### config.mk
export PLATFORM = sky130hd
export DESIGN_NAME = seq_pattern_detector
export DESIGN_NICKNAME = d
export VERILOG_FILES = /design/src/rtl/seq_det_pkg.sv /design/src/rtl/sat_counter.sv /design/src/rtl/seq_pattern_detector.sv
export SDC_FILE = /design/constraint.sdc
export NUM_CORES = 1
export LEC_CHECK = 0
export CAP_MARGIN = 10
export CORE_MARGIN = 2
export CORE_UTILIZATION = 54
export CTS_BUF_LIST = sky130_fd_sc_hd__clkbuf_8
export DETAILED_ROUTE_END_ITERATION = 8
export PLACE_DENSITY = 0.81
export SYNTH_ARGS = -nofsm -noshare
export SYNTH_HDL_FRONTEND = slang
export SYNTH_SLANG_ARGS = --single-unit
### constraint.sdc
create_clock -name clk -period 2.2 [get_ports clk]
set_clock_uncertainty 0.05 [all_clocks]
set_input_delay 0.44 -clock clk [delete_from_list [all_inputs] [get_ports clk]]
set_output_delay 0.44 -clock clk [all_outputs]
set_load 0.02 [all_outputs]
### src/rtl/seq_det_pkg.sv
// rtl/seq_det_pkg.sv - shared constants and fill-state encoding for the pattern detector
package seq_det_pkg;

  localparam int SEQ_PAT_LEN = 4;
  localparam int SEQ_CNT_W = 8;
  localparam logic [SEQ_PAT_LEN-1:0] SEQ_DEFAULT_PAT = 4'b1001;

  typedef enum logic {
    FILLING = 1'b0,
    ARMED   = 1'b1
  } fill_state_e;

endpackage

### src/rtl/sat_counter.sv
// rtl/sat_counter.sv - saturating up-counter; clear is applied before the increment
module sat_counter #(
  parameter int W = 8
) (
  input  logic         clk,
  input  logic         reset,
  input  logic         clr,
  input  logic         inc,
  output logic [W-1:0] count
);

  logic [W-1:0] base;

  always_comb begin
    base = clr ? '0 : count;
  end

  always_ff @(posedge clk or posedge reset) begin
    if (reset) begin
      count <= '0;
    end else if (inc && (base != {W{1'b1}})) begin
      count <= base + W'(1);
    end else begin
      count <= base;
    end
  end

endmodule

### src/rtl/seq_pattern_detector.sv
// rtl/seq_pattern_detector.sv - runtime-programmable serial pattern detector with match counter
module seq_pattern_detector
  import seq_det_pkg::*;
#(
  parameter int PAT_LEN = SEQ_PAT_LEN,
  parameter int CNT_W = SEQ_CNT_W,
  parameter logic [PAT_LEN-1:0] DEFAULT_PAT = PAT_LEN'(SEQ_DEFAULT_PAT)
) (
  input  logic               clk,
  input  logic               reset,
  input  logic               in_valid,
  input  logic               w,
  input  logic               overlap_en,
  input  logic               pat_load,
  input  logic [PAT_LEN-1:0] pat_in,
  input  logic               count_clr,
  output logic               z,
  output logic [CNT_W-1:0]   match_count
);

  localparam int FIL_W = $clog2(PAT_LEN + 1);
  localparam logic [FIL_W-1:0] FULL = FIL_W'(PAT_LEN);
  localparam logic [FIL_W-1:0] FULL_M1 = FIL_W'(PAT_LEN - 1);

  logic [PAT_LEN-1:0] pat_reg;
  logic [PAT_LEN-1:0] hist;
  logic [FIL_W-1:0]   fill;
  fill_state_e        state;

  logic               accept;
  logic               full_n;
  logic [PAT_LEN-1:0] hist_n;
  logic [FIL_W-1:0]   fill_n;
  logic               match;

  // Once armed the history window stays full, so fill only matters while filling.
  always_comb begin
    accept = in_valid & ~pat_load;
    hist_n = {hist[PAT_LEN-2:0], w};
    full_n = (state == ARMED) || (fill == FULL_M1);
    fill_n = full_n ? FULL : fill + FIL_W'(1);
    match  = accept && full_n && (hist_n == pat_reg);
  end

  always_ff @(posedge clk or posedge reset) begin
    if (reset) begin
      pat_reg <= DEFAULT_PAT;
      hist    <= '0;
      fill    <= '0;
      state   <= FILLING;
      z       <= 1'b0;
    end else begin
      z <= match;
      if (pat_load) begin
        pat_reg <= pat_in;
        hist    <= '0;
        fill    <= '0;
        state   <= FILLING;
      end else if (accept) begin
        if (match && !overlap_en) begin
          hist  <= '0;
          fill  <= '0;
          state <= FILLING;
        end else begin
          hist  <= hist_n;
          fill  <= fill_n;
          state <= full_n ? ARMED : FILLING;
        end
      end
    end
  end

  sat_counter #(
    .W(CNT_W)
  ) u_match_cnt (
    .clk  (clk),
    .reset(reset),
    .clr  (count_clr),
    .inc  (match),
    .count(match_count)
  );

endmodule

-- After elaboration in Yosys (flattened, before gate mapping)
Cells that the tools add are included.
- add/sub/neg operators: 2
- equal/unequal tests: 3
- muxes and demuxes: 13
- bitwise operators: 2
- reductions and logical operators: 7
- operators with widths (kind ; number):
    3-bit 2-to-1 mux ; 7
    8-bit 2-to-1 mux ; 2
    8-bit by 1-bit adder with 8-bit output (second input constant) ; 1
    8-bit != test (second input constant) ; 1
    4-bit == test ; 1
    1-bit logical AND ; 4
    1-bit 2-to-1 mux ; 4
    3-bit by 1-bit adder with 3-bit output (second input constant) ; 1
    3-bit by 2-bit == test with 1-bit output (second input constant) ; 1
    2-bit nonzero test ; 1
    1-bit bitwise AND ; 1
    1-bit zero test ; 1
    1-bit logical OR ; 1
    1-bit NOT ; 1
- register bits after elaboration: 20
- input bits: 11
- output and inout bits: 9
- logic and storage cells: 33

-- Logic depth before layout (Yosys ltp)
Gate-level depths: netlist of run 1.
- depth in word-level cells: 8
- depth in mapped cells: 7
- mapped depth without buffers: 6

-- By module
From an unflattened synthesis of run 1, not the netlist that was laid out.
- cell total of the unflattened synthesis: 91
- area, all modules: 1004.7 µm²
- by module, submodules not included (module ; times used ; cells an instance ; area an instance (µm²) ; seq. area each (µm²)):
    seq_pattern_detector ; 1 ; 50 ; 579.3 ; 302.8
    sat_counter ; 1 ; 41 ; 425.4 ; 200.2

-- Least setup slack after synthesis of run 1
OpenSTA, ideal clock, no wires.
- path type: input-to-reg
- start: in count_clr
- end: reg u_match_cnt.count[1]
- setup time: 128 ps
- data arrival time: 1793 ps
- required time: 2022 ps
- setup slack: 229 ps
- stages: 7
- path buffers: 1
- cells stage by stage: clkbuf_1 -> nor2b_1 -> ha_1 -> nand3_1 -> nor3_4 -> nor3_1 -> mux2_1
- cells in the longest elaborated chain, start to end: 4
- elaborated cells between the ends (all ways): 5
- classes of those cells: 1 x add/sub; 1 x eq/ne; 2 x mux; 1 x reduce/logical
- RTL lines (element ; line ; text):
    from (decl) ; seq_pattern_detector.sv:16 ; input logic count_clr,
    8-bit 2-to-1 mux (*) ; sat_counter.sv:15 ; base = clr ? '0 : count;
    branches (longest 2 deep; another with 8-bit by 1-bit adder with 8-bit output) ; n/a ;
    8-bit 2-to-1 mux (*) ; sat_counter.sv:21 ; end else if (inc && (base != {W{1'b1}})) begin
    to (signal assigned) ; sat_counter.sv:22 ; count <= base + W'(1);
    to (signal assigned) ; sat_counter.sv:24 ; count <= base;
    to (decl) ; sat_counter.sv:9 ; output logic [W-1:0] count
Every way passes the cells marked *.
A chain may end at the register's enable or synchronous reset.

-- Worst setup path after layout of run 1
Same ends and word-level chain as after synthesis.

==> impl_metrics.env, run 1 <==
export IMPL_synth_mux_area_fraction=0.08889
export IMPL_synth_edf_count=0
export IMPL_clkSinkCount=20
export IMPL_cts_max_level=1
export IMPL_wl_per_cell_um=13.65
export IMPL_antenna_cells=0
export IMPL_num_io_pins=20
export IMPL_ys_flop_type="dfrtp_1"
export IMPL_ys_top_cells_by_count="dfrtp_1, nor2b_1, a21oi_1, nor2_1"
export IMPL_yosys_area_top_type="dfrtp_1"
export IMPL_fmax_mhz=493.5
export IMPL_synth_simple_area_share=0.2444
export IMPL_end_kind="flop"
export IMPL_ant_nets=0
export IMPL_drt_iter0_drc=26
export IMPL_fin_nets=151
export IMPL_drive_gt1_frac=0.2148
export IMPL_vdd_ir_drop_max_mv=0.4629
export IMPL_via_per_inst=5.784
export IMPL_cts_made_buffers=3
export IMPL_synth_fa_ha_area_frac=0.03333
export IMPL_combPwrFrac=0.140
export IMPL_synth_seq_area_share=0.4467
export IMPL_cellPowerDensity_nw_per_um2=492.5
export IMPL_worstHoldPathType="in -> async"
export IMPL_fp_dieW_um=49.67
export IMPL_p_clk_frac=0.315
export IMPL_synthArstFlopShare=1.000
export IMPL_max_slew_margin=0.7946
export IMPL_syn_avg_cell_area_um2=10.83
export IMPL_dp_hpwl_um=1757
export IMPL_die_area_um2=2467
export IMPL_synth_most_common_cell="dfrtp_1"
export IMPL_core_area_um2=1962
export IMPL_period_share=0.9211
export IMPL_path_class="in -> reg"
export IMPL_final_core_util=0.7487
export IMPL_cts_resized_gates=0
export IMPL_cts_tree="yes"
export IMPL_synth_xor_area_frac=0.04667
export IMPL_holdWs_ns=0.4751
export IMPL_pwr_share_seq=0.545
export IMPL_worst_slew_pin_slew_ns=0.3043
export IMPL_place_gp_congestion=0.7645
export IMPL_leakagePower_nw=0.6374
export IMPL_port_buffers=19
export IMPL_synth_cell_types=33
export IMPL_grt_ovfl_total=0
export IMPL_cp_max_fo=4
export IMPL_synth_top_cell_area_share=0.4000
export IMPL_status="complete, no violations"
export IMPL_grt_total_usage=0.2092
export IMPL_postCtsHoldBufs=0
export IMPL_setup_violations=0
export IMPL_netSwitchingPower_mw=0.1669
export IMPL_arrival_ns=2.11
export IMPL_die_y_um=49.67
export IMPL_antenna_found_initial=0
export IMPL_min_period_ns=2.026
export IMPL_yosys_warnings=0
export IMPL_clkLatencyLatePin_ns=0.25
export IMPL_final_hold_viol_count=0
export IMPL_internal_power_mw=0.5566
export IMPL_cp_required_ns=2.28
export IMPL_vias=937
export IMPL_largest_reg_flops=8
export IMPL_cts_root_buffer="clkbuf_8"
export IMPL_clockBufferDepth=2
export IMPL_slew_violations=0
export IMPL_final_cells=162
export IMPL_placed_cells=159
export IMPL_wl_um=2211
export IMPL_drc_errors=0
export IMPL_rows=16
export IMPL_postSynthRegisterBits=20
export IMPL_grt_pass1_vias=915
export IMPL_worst_setup_path_start_kind="primary input"
export IMPL_clk_pin_slew_ns=0.07
export IMPL_grt_max_degree=21
export IMPL_syn_nets=118
export IMPL_synthesis_area_um2=1126
export IMPL_firstDrtPassIters=4
export IMPL_grt_pass1_wl_um=3988
export IMPL_synthTopCellsByArea="dfrtp_1, dfstp_2, nor2b_1"
export IMPL_synth_compound_area_frac=0.1056
export IMPL_initial_core_util=0.5740
export IMPL_synth_top_family_by_area="simple AND/OR/NAND/NOR gates"
export IMPL_fillers=155
export IMPL_netSwitchingFraction=0.2307
export IMPL_cts_setup_buffers=0
export IMPL_area_growth_pct=30.44
export IMPL_max_cap_viol_count=0
export IMPL_rsz0062_at_grt="false"
export IMPL_synthCells=104
[per-layer routing]
layer  part of all wire  GRT usage  up-vias
met5                  0          0        -
met4              0.014    0.07870        0
met3              0.043    0.02727        6
met2               0.53     0.3778       36
met1               0.42     0.2515      452
li1                   -          -      443
[cell usage in the layout, fill, tap and decap left out]
cell and n:
clkdlybuf4s50_1 19, a211oi_1 1, mux2i_1 1, nand2_1 3, nand3_1 5, dfstp_2 2, a21oi_1 7, nor4b_1 1
nor4_4 1, nor3_1 4, xor2_1 2, a311oi_1 1, nand4b_1 1, nor2b_1 8, mux2_1 4, o311ai_1 2
o311ai_0 2, a31oi_1 2, o2111ai_1 1, dfrtp_1 18, clkbuf_8 3, mux2_2 4, xnor2_1 4, o2111a_1 1
nor4_2 3, nand2b_1 5, buf_4 14, and2_1 1, nand4_2 1, nor3_4 1, nor2_1 7, ha_1 3
inv_1 3
[cell type report]
type	count	area, um^2	share of cell area
tap	27	33.78	0.02300
clock buffer	3	41.29	0.02811
timing repair buffer	33	295.3	0.2010
inverter	3	11.26	0.007666
multi-input combinational	76	584.3	0.3978
sequential	20	503.0	0.3424
[cell families (layout without fill, tap and decap cells)]
family / Yosys count / in the layout
fa+ha+maj: 3 / 3
xor+xnor: 6 / 6
buf+inv: 8 / 39
simple gates: 41 / 41
mux: 9 / 9
flops: 20 / 20
compound gates: 17 / 17
[power groups by stage]
stage | clock network, mW | logic [mW] | registers, mW
floorplan | 0 | 0.0617 | 0.398
global placement | 0 | 0.0994 | 0.400
detailed placement | 0 | 0.103 | 0.400
CTS | 0.238 | 0.102 | 0.394
global route | 0.258 | 0.113 | 0.395
finish | 0.228 | 0.102 | 0.394
[stage by stage]
stage / power, mW / setup WS (ns) / instance area, um^2 / setup TNS (ns)
final: 0.7235 / 0.1736 / 1469 / 0
after global routing: 0.7653 / 0.04702 / 1469 / 0
after CTS: 0.7340 / 0.1691 / 1469 / 0
after detailed placement: 0.5030 / -0.08188 / 1428 / -0.2322
after global placement: 0.4991 / -0.07562 / 1428 / -0.1828
after floorplan: 0.4599 / 0.2294 / 1126 / 0
[worst max-delay path: stages]
cell	delay (ns)
clkdlybuf4s50_1	0.46
nor2b_1	0.21
ha_1	0.21
nand3_1	0.13
nor3_4	0.23
nor3_1	0.11
mux2_1	0.32
[path summary, 6_finish.rpt]
kind                       cells after the start  slack [ns]              endpoint  startpoint
min in group clk                               1        0.49            pat_reg[1]  pat_reg[1]
max in group asynchronous                      3        1.36            pat_reg[3]       reset
setup / recovery                               7        0.17  u_match_cnt.count[1]   count_clr
setup reg to reg                               6        0.29  u_match_cnt.count[1]     fill[1]
hold / removal                                 3        0.48  u_match_cnt.count[5]       reset
hold reg to reg                                1        0.49            pat_reg[1]  pat_reg[1]
No activity file was read; power rests on OpenSTA's default activity.
==> run 2: changes to the inputs <==
--- a/config.mk
+++ b/config.mk
@@ -7,10 +7,9 @@
 export LEC_CHECK = 0
 export CAP_MARGIN = 10
 export CORE_MARGIN = 2
-export CORE_UTILIZATION = 54
-export CTS_BUF_LIST = sky130_fd_sc_hd__clkbuf_8
+export CORE_UTILIZATION = 51
 export DETAILED_ROUTE_END_ITERATION = 8
-export PLACE_DENSITY = 0.81
+export PLACE_DENSITY = 0.77
 export SYNTH_ARGS = -nofsm -noshare
 export SYNTH_HDL_FRONTEND = slang
 export SYNTH_SLANG_ARGS = --single-unit
==> run 2 against run 1 <==
Against the previous run:
- non-clock buffer count down 2
- fmax grew 4.3%
- wire length fell by 2.0%
- via count fell by 5.1%
- first-iteration DRC count down 58%
- die area up 5.4%
- combinational power about the same
- worst setup slack better by 0.084 ns
- cell count did not move
- largest power group unchanged
==> impl_metrics.env, run 2 (synthesized netlist as in run 1, its figures left out) <==
export IMPL_status="complete, no violations"
export IMPL_grt_max_degree=21
export IMPL_path_class="in -> reg"
export IMPL_clkSinkCount=20
export IMPL_die_y_um=50.99
export IMPL_area_growth_pct=28.78
export IMPL_worst_setup_path_start_kind="primary input"
export IMPL_end_kind="flop"
export IMPL_worst_slack_ns=0.2580
export IMPL_arrival_ns=2.09
export IMPL_worstHoldPathType="in -> async"
export IMPL_cts_setup_buffers=0
export IMPL_critPathMaxStageDelay_ns=0.46
export IMPL_rsz0062_at_grt="false"
export IMPL_cts_tree="yes"
export IMPL_clk_pin_slew_ns=0.12
export IMPL_drt_iter0_drc=11
export IMPL_wl_um=2167
export IMPL_cts_resized_gates=0
export IMPL_clockBufferDepth=2
export IMPL_fmax_mhz=514.9
export IMPL_cts_root_buffer="clkbuf_4"
export IMPL_place_gp_congestion=0.8274
export IMPL_via_per_inst=5.488
export IMPL_leakagePower_nw=0.6285
export IMPL_max_slew_margin=0.7632
export IMPL_drive_gt1_frac=0.2090
export IMPL_setup_violations=0
export IMPL_grt_pass1_wl_um=3746
export IMPL_grt_total_usage=0.1951
export IMPL_cp_max_fo=4
export IMPL_postCtsHoldBufs=0
export IMPL_antenna_found_initial=0
export IMPL_mostFrequentLayoutCell="clkdlybuf4s50_1"
export IMPL_port_buffers=19
export IMPL_min_period_ns=1.942
export IMPL_grt_pass1_vias=893
export IMPL_initial_core_util=0.5242
export IMPL_clkLatencyLatePin_ns=0.31
export IMPL_fin_nets=149
export IMPL_critical_path_slowest_cell="clkdlybuf4s50_1"
export IMPL_path_cells="clkdlybuf4s50_1, nor2b_1, ha_1, nand3_1, nor3_4, nor3_1, mux2_1"
export IMPL_placed_cells=158
export IMPL_cts_max_level=1
export IMPL_final_cells=162
export IMPL_cp_required_ns=2.35
export IMPL_rows=17
export IMPL_antenna_cells=0
export IMPL_core_area_um2=2148
export IMPL_cellPowerDensity_nw_per_um2=494.9
export IMPL_cts_made_buffers=3
export IMPL_grt_ovfl_total=0
export IMPL_wl_per_cell_um=13.38
export IMPL_largest_reg_flops=8
export IMPL_drc_errors=0
export IMPL_dp_hpwl_um=1689
export IMPL_slew_violations=0
export IMPL_num_io_pins=20
export IMPL_ant_nets=0
export IMPL_firstDrtPassIters=4
export IMPL_worst_slew_pin_slew_ns=0.3507
export IMPL_pre_cts_slack_ns=-0.06108
export IMPL_vias=889
export IMPL_final_hold_viol_count=0
export IMPL_die_area_um2=2600
export IMPL_fp_dieW_um=50.99
export IMPL_period_share=0.8827
export IMPL_max_cap_viol_count=0
export IMPL_vdd_ir_drop_max_mv=0.3485
export IMPL_final_cell_mix="clkdlybuf4s50_1, dfrtp_1, buf_4"
[run 2: changes by cell type in the layout (fill, tap and decap cells not counted), sizes merged]
cell    delta
buf        -2
clkbuf     +1
[run 2: per-layer routing]
layer | track usage | vias up | share of wire | routed length [um]
met2 | 0.3355 | 15 | 0.50 | 1090
met3 | 0.03509 | 5 | 0.028 | 61
li1 | - | 440 | - | -
met5 | 0 | - | 0 | 0
met1 | 0.2319 | 429 | 0.45 | 974
met4 | 0.09910 | 0 | 0.018 | 40
[run 2: report_power, final]
part / switching, mW / internal, mW / total, mW
combinational: 0.0496 / 0.0512 / 0.101
clock: 0.123 / 0.101 / 0.224
sequential: 0.00947 / 0.384 / 0.393
[run 2: area by class of cell]
class                      count  area, um^2
fill                         173       698.2
clock buffer                   4       36.28
tap                           28       35.03
inverter                       3       11.26
sequential                    20       503.0
multi-input combinational     76       584.3
timing repair buffer          31       280.3
[run 2: per-stage QoR]
stage	setup TNS (ns)	util	area (um^2)	hold WS [ns]	power, mW
6_report	0	0.6750	1450	0.3825	0.7177
2_1_floorplan	0	-	1126	0.3523	0.4599
3_5_place_dp	-0.1526	0.6581	1414	0.4764	0.5026
4_1_cts	0	0.6750	1450	0.3939	0.7232
5_1_grt	0	0.6750	1450	0.4236	0.7475
3_3_place_gp	-0.05279	0.6581	1414	0.4649	0.4987
[run 2: final timing paths]
check / slack [ns] / cells past startpoint / endpoint / from
setup / recovery: 0.26 / 7 / u_match_cnt.count[1] / count_clr
hold / removal: 0.38 / 3 / u_match_cnt.count[3] / reset
setup reg to reg: 0.28 / 7 / u_match_cnt.count[7] / fill[0]
hold reg to reg: 0.49 / 1 / pat_reg[2] / pat_reg[2]
max in group asynchronous: 1.44 / 3 / pat_reg[3] / reset
min in group clk: 0.49 / 1 / pat_reg[2] / pat_reg[2]
[run 2: critical path, delay by kind of cell]
family        cells  cell delay, ns
buf+inv           1            0.46
mux               1            0.32
simple gates      4            0.66
fa+ha+maj         1            0.19
